===== config.mk =====
export PLATFORM = sky130hd
export DESIGN_NAME = half_base2_log
export DESIGN_NICKNAME = d
export VERILOG_FILES = /design/src/rtl/half_base2_log.sv
export SDC_FILE = /design/constraint.sdc
export NUM_CORES = 2
export LEC_CHECK = 0
export CAP_MARGIN = 5
export CORE_ASPECT_RATIO = 1.2
export CORE_MARGIN = 3
export CORE_UTILIZATION = 50
export CTS_BUF_LIST = sky130_fd_sc_hd__clkbuf_8
export DETAILED_ROUTE_END_ITERATION = 6
export PLACE_DENSITY = 0.67
export SLEW_MARGIN = 0
export SYNTH_ARGS = -nofsm -noshare
export SYNTH_HDL_FRONTEND = slang
export SYNTH_SLANG_ARGS = --single-unit
export TNS_END_PERCENT = 30

===== constraint.sdc =====
create_clock -name clk -period 21 [get_ports clk]
set_clock_uncertainty 0.05 [all_clocks]
set_input_delay 3.15 -clock clk [delete_from_list [all_inputs] [get_ports clk]]
set_output_delay 3.15 -clock clk [all_outputs]
set_load 0.1 [all_outputs]

===== src/rtl/half_base2_log.sv =====
// half_base2_log
//   Iterative base-2 logarithm for IEEE-754 half precision. The unit produces
//   one fraction bit per cycle by repeated mantissa squaring, then rounds the
//   fixed-point result back to half precision (round to nearest, ties to even).
//   Latency from the accept edge to the result is ITERS + 2 cycles. A new
//   operand can be accepted every ITERS + 3 cycles.
//
// Ports
//   clk        rising-edge clock
//   reset      synchronous, active-high; clears all state
//   in_valid   operand present on a
//   in_ready   high while idle; accept happens when in_valid && in_ready
//   a          operand, half in a[15:0]; a[31:16] is ignored
//   out_valid  one-cycle pulse: c holds a new result
//   c          result, half in c[15:0]; c[31:16] is always zero; held between results
module half_base2_log #(
    parameter int ITERS = 16
) (
    input  logic        clk,
    input  logic        reset,
    input  logic        in_valid,
    output logic        in_ready,
    input  logic [31:0] a,
    output logic        out_valid,
    output logic [31:0] c
);

    localparam int CW = $clog2(ITERS + 1);
    localparam int RW = ITERS + 6;   // signed log: 6 integer bits, ITERS fraction bits
    localparam int AW = RW - 1;      // magnitude of the log

    typedef enum logic [2:0] {S_IDLE, S_NORM, S_ITER, S_PACK, S_OUT} state_t;

    state_t            state_q, state_d;
    logic [15:0]       op_q, op_d;
    logic [5:0]        e_q, e_d;          // two's-complement exponent
    logic [23:0]       m_q, m_d;          // mantissa, Q1.23
    logic [ITERS-1:0]  frac_q, frac_d;    // log fraction bits, MSB first
    logic [CW-1:0]     cnt_q, cnt_d;
    logic              special_q, special_d;
    logic [15:0]       spec_res_q, spec_res_d;
    logic [15:0]       res_q, res_d;
    logic [31:0]       c_q, c_d;
    logic              out_valid_q, out_valid_d;

    // Operand classification and normalization (used in NORM)
    logic              n_special;
    logic [15:0]       n_spec_res;
    logic [5:0]        e_norm;
    logic [23:0]       m_norm;
    int                lead_p;

    always_comb begin
        n_special  = 1'b1;
        n_spec_res = 16'h0000;
        lead_p     = 0;
        for (int i = 0; i < 10; i++) begin
            if (op_q[i]) lead_p = i;
        end
        if (op_q[14:0] == 15'd0) begin
            n_spec_res = 16'hFC00;                       // log2(+-0) = -inf
        end else if (op_q[14:10] == 5'h1F && op_q[9:0] != 10'd0) begin
            n_spec_res = 16'h7E00;                       // NaN in, quiet NaN out
        end else if (op_q[15]) begin
            n_spec_res = 16'h7E00;                       // negative operand, incl. -inf
        end else if (op_q[14:10] == 5'h1F) begin
            n_spec_res = 16'h7C00;                       // log2(+inf) = +inf
        end else begin
            n_special  = 1'b0;
        end
        if (op_q[14:10] == 5'd0) begin
            // Subnormal: move the leading one of the fraction up to the integer bit.
            m_norm = {14'd0, op_q[9:0]} << (23 - lead_p);
            e_norm = 6'(lead_p - 24);
        end else begin
            m_norm = {1'b1, op_q[9:0], 13'd0};
            e_norm = {1'b0, op_q[14:10]} - 6'd15;
        end
    end

    // One squaring step; the NORM cycle squares the freshly normalized mantissa
    // so that all ITERS bits are produced by the time the FSM reaches PACK.
    logic [23:0] m_src;
    logic [47:0] sq;
    logic [23:0] m_next;

    always_comb begin
        m_src  = (state_q == S_NORM) ? m_norm : m_q;
        sq     = {24'd0, m_src} * {24'd0, m_src};
        m_next = sq[47] ? sq[47:24] : sq[46:23];   // truncating renormalization
    end

    // Fixed-point log back to half precision
    logic [RW-1:0] r_val;
    logic [RW-1:0] r_abs;
    logic [AW-1:0] mag;
    logic [AW-1:0] norm_v;
    logic [AW-1:0] sub_v;
    logic [10:0]   sig;
    logic          guard;
    logic          sticky;
    logic          round_up;
    logic [15:0]   pack_res;
    int            lead_l;
    int            biased;

    always_comb begin
        r_val  = {e_q, frac_q};
        r_abs  = r_val[RW-1] ? (~r_val + RW'(1)) : r_val;
        mag    = r_abs[AW-1:0];
        lead_l = 0;
        for (int i = 0; i < AW; i++) begin
            if (mag[i]) lead_l = i;
        end
        biased   = lead_l - ITERS + 15;
        norm_v   = mag << (AW - 1 - lead_l);
        sig      = norm_v[AW-1 -: 11];
        guard    = norm_v[AW-12];
        sticky   = |norm_v[AW-13:0];
        round_up = guard & (sticky | sig[0]);
        // Below 2^-14 the value is a small multiple of 2^-ITERS and fits a half subnormal exactly.
        sub_v    = mag << (24 - ITERS);
        if (r_val == '0) begin
            pack_res = 16'h0000;
        end else if (biased >= 1) begin
            // A carry out of the significand rolls into the exponent field.
            pack_res = {r_val[RW-1], {5'(biased), sig[9:0]} + 15'(round_up)};
        end else begin
            pack_res = {r_val[RW-1], 5'd0, sub_v[9:0]};
        end
    end

    logic unused_bits;
    assign unused_bits = ^{a[31:16], sq[22:0], r_abs[RW-1], sig[10], sub_v[AW-1:10]};

    // NOTE: every _d gets a default first so no path through the case infers a latch.
    always_comb begin
        state_d     = state_q;
        op_d        = op_q;
        e_d         = e_q;
        m_d         = m_q;
        frac_d      = frac_q;
        cnt_d       = cnt_q;
        special_d   = special_q;
        spec_res_d  = spec_res_q;
        res_d       = res_q;
        c_d         = c_q;
        out_valid_d = 1'b0;
        unique case (state_q)
            S_IDLE: begin
                if (in_valid) begin
                    op_d    = a[15:0];
                    frac_d  = '0;
                    state_d = S_NORM;
                end
            end
            S_NORM: begin
                special_d  = n_special;
                spec_res_d = n_spec_res;
                e_d        = e_norm;
                m_d        = m_next;
                frac_d     = {frac_q[ITERS-2:0], sq[47]};
                cnt_d      = CW'(1);
                state_d    = S_ITER;
            end
            S_ITER: begin
                m_d    = m_next;
                frac_d = {frac_q[ITERS-2:0], sq[47]};
                cnt_d  = cnt_q + CW'(1);
                if (cnt_q == CW'(ITERS - 1)) state_d = S_PACK;
            end
            S_PACK: begin
                res_d   = special_q ? spec_res_q : pack_res;
                state_d = S_OUT;
            end
            S_OUT: begin
                c_d         = {16'd0, res_q};
                out_valid_d = 1'b1;
                state_d     = S_IDLE;
            end
            default: state_d = S_IDLE;
        endcase
    end

    // NOTE: state registers use non-blocking assignments so every flop samples pre-edge values.
    always_ff @(posedge clk) begin
        if (reset) begin
            state_q     <= S_IDLE;
            op_q        <= '0;
            e_q         <= '0;
            m_q         <= '0;
            frac_q      <= '0;
            cnt_q       <= '0;
            special_q   <= 1'b0;
            spec_res_q  <= '0;
            res_q       <= '0;
            c_q         <= '0;
            out_valid_q <= 1'b0;
        end else begin
            state_q     <= state_d;
            op_q        <= op_d;
            e_q         <= e_d;
            m_q         <= m_d;
            frac_q      <= frac_d;
            cnt_q       <= cnt_d;
            special_q   <= special_d;
            spec_res_q  <= spec_res_d;
            res_q       <= res_d;
            c_q         <= c_d;
            out_valid_q <= out_valid_d;
        end
    end

    assign in_ready  = (state_q == S_IDLE);
    assign out_valid = out_valid_q;
    assign c         = c_q;

endmodule


==> results by group <==
STA
  – Final-report setup violation count: 0
  – Final Cycle Share: 56.5%
  – Max Slew Vio Count: 0
  – Setup TNS Final: 0 ns
  – Worst hold slack: 0.414 ns
  – Final Hold Fails: 0
  – Rel. slew slack: 22.2%
  – Tightest Pin Transition: 1.16 ns
  – Maximum clock rate: 84.3 MHz
  – RSZ-0062 raised after global routing: no
  – Fin crit period: 11.87 ns

Power
  – Static leakage: 12.9 nW
  – Peak supply drop: 32.8 uV
  – Pwr dens: 55.1 nW/um^2

Drt
  – WL final: 66.8 mm
  – Via count: 19,851
  – DRC viols: 0
  – DR iter-0 viols: 1,504
  – DRT Pass-1 Iters: 6
  – WL per Instance: 19.2 um
  – Vias per inst: 5.70
  – Detail Route Antenna Nets: 0

Layout
  – Antenna cells: 0
  – Share of cells above drive strength 1: 4.34%
  – Nets: 3,504
  – Final non-filler cell total: 3,482
  – P&R area growth vs syn: 4.05%
  – # fillers: 4,571

Place
  – Final HPWL DP: 53.4 mm
  – # port buffers: 36
  – Placed cell count: 3,466
  – Gpl congestion: 0.925

Floorplan
  – Area of the die: 51,300 um^2
  – Ports: 69
  – Chip height: 247 um
  – Core area: 47,500 um^2
  – Die Width: 207 um
  – Cell Rows: 87
  – Initial Util: 51.2%

Synthesis
  – #FFs+latches synth: 106
  – Avg Cell Area, Syn: 8.30 um^2
  – Synthesis Warnings: 0
  – Sequential area share after synthesis: 8.74%
  – Post-synth EDFFs: 0
  – Post-synthesis async set-or-reset flop share: 0%
  – Cell count after synthesis: 2,926
  – Mapped Area: 24,300 um^2
  – Yosys cell types: 105
  – Most common flop cell mapped by yosys: dfxtp_1

GRT
  – All-layer global routing usage: 26.3%
  – Vias in the first global route: 20,758
  – Largest net degree at the start of global routing: 66
  – First-pass GRT wire length: 108 mm
  – Grt ovf: 0
  – Initial antenna violation count: 0

CTS
  – CTS Buffer Depth: 2
  – Clk sinks: 106
  – Post-cts hold buffer count: 0
  – CTS root buf: clkbuf_8
  – Post CTS Setup Buffer Count: 0
  – CTS tree: done
  – Clk slew on worst S/H paths: 0.14 ns
  – Total CTS buffers: 9
  – H-tree levels: 3
  – Worst-Skew Late Latency: 0.42 ns
  – Post-cts resize count: 0

Setup path
  – Worst Setup End Kind: flip-flop
  – Worst Path Max Fanout: 13
  – WS Path Type: reg -> reg
  – Crit-path slowest cell: nor2_1
  – Largest stage delay on the critical path: 0.65 ns
  – Most used cell, CP: fa_1
  – CP arrival: 12.11 ns
  – CP Launch Type: flip-flop
  – Worst path required time: 21.24 ns

Flow run
  – Total of max-cap violations: 0

Hold path
  – Hold WC Path Type: reg -> reg

Run status
  – Outcome: complete, no violations
cell type report:
cell class	instances	area [um^2]	area share, %
repair buffers	70	613	2.43
well taps	623	779	3.08
multi-input cells	2005	19000	75.4
clock buffers	9	124	0.490
clock inverters	7	101	0.401
inverters	662	2490	9.84
flip-flops and latches	106	2120	8.40
sequential cells by signal, indices dropped and copies added (netlist names), 5 cells and up:
signal,count
cnt_q,5
m_q,24
res_q,16
op_q,16
frac_q,16
e_q,6
c,16
kinds of logic (layout without fill, tap and decap cells):
logic type,count (synthesis),after routing,share of synthesized area (%)
DFF,106,106,8.74
xor gates and xnor gates,75,75,2.77
and+or+nand+nor,842,842,16.4
buffers and inverters,830,748,13.2
AOI/OAI and AO/OA,417,417,11.9
muxes,40,40,1.98
adders and majority gates,615,615,45.0
other,1,16,0.0154
placed cells by master (no fill, tap or decap), types with 30 or more instances in the layout:
cell | Yosys | layout
a21oi_1 | 113 | 111
and3_1 | 49 | 49
buf_4 | 18 | 35
clkdlybuf4s50_1 | 0 | 35
dfxtp_1 | 106 | 106
fa_1 | 431 | 431
ha_1 | 184 | 184
inv_1 | 657 | 657
mux2i_1 | 30 | 30
nand2_1 | 280 | 280
nand3_1 | 78 | 78
nor2_1 | 236 | 235
nor3_1 | 46 | 45
o21ai_0 | 67 | 67
xnor2_1 | 42 | 42
xor2_1 | 31 | 30
final timing paths:
check	from	cells after the start	slack [ns]	endpoint
worst max-delay path	op_q[2]	38	9.13	m_q[5]
worst min-delay path	res_q[7]	2	0.41	res_q[7]
worst max register to register	op_q[2]	38	9.13	m_q[5]
worst min register to register	res_q[7]	2	0.41	res_q[7]
cells in the mapped netlist (all sizes together), types with 19 or more instances:
cell / count / area (um^2)
a211oi: 27 / 230
a21oi: 114 / 574
a22oi: 26 / 195
and2: 19 / 119
and3: 49 / 307
buf: 43 / 257
clkbuf: 125 / 469
dfxtp: 106 / 2120
fa: 431 / 8630
ha: 184 / 2300
inv: 659 / 2480
mux2i: 30 / 300
nand2: 280 / 1050
nand2b: 23 / 144
nand3: 79 / 400
nor2: 238 / 903
nor3: 49 / 267
o21ai: 75 / 379
or2: 19 / 119
xnor2: 43 / 384
xor2: 32 / 288
power breakdown:
part	switching, W	total, W	internal (W)
clock network	0.0000896	0.000140	0.0000500
registers	0.0000300	0.000244	0.000214
logic	0.000651	0.00101	0.000357
total	0.000770	0.00139	0.000622
through the flow:
stage / worst slack, ns / util [%] / instance area [um^2] / power [W]
after floorplan: 11.32 / - / 24300 / 0.000972
after global placement: 9.48 / 52.8 / 25000 / 0.00122
after detailed placement: 9.37 / 52.8 / 25000 / 0.00125
after CTS: 9.29 / 53.3 / 25300 / 0.00139
after global routing: 8.58 / 53.3 / 25300 / 0.00153
final: 9.13 / 53.3 / 25300 / 0.00139
critical path: cells and delay by family, from the launching register on:
kind,cells,cell delay [ns]
and+or+nand+nor,8,1.60
buffers and inverters,7,1.22
xor gates and xnor gates,1,0.50
AOI/OAI and AO/OA,13,3.25
DFF,1,0.54
adders and majority gates,8,4.12
muxes,1,0.42
metal layers:
| layer | part of all wire (%) | GRT usage, % | wire (um) | vias up |
|---|---|---|---|---|
| met5 | 0 | 0 | 0 | - |
| met4 | 4.4 | 10.1 | 2910 | 0 |
| met3 | 6.3 | 4.05 | 4180 | 175 |
| met2 | 50 | 46.5 | 33200 | 668 |
| met1 | 40 | 32.7 | 26500 | 9934 |
| li1 | - | - | - | 9074 |
Power figures use the tool's default switching activity.
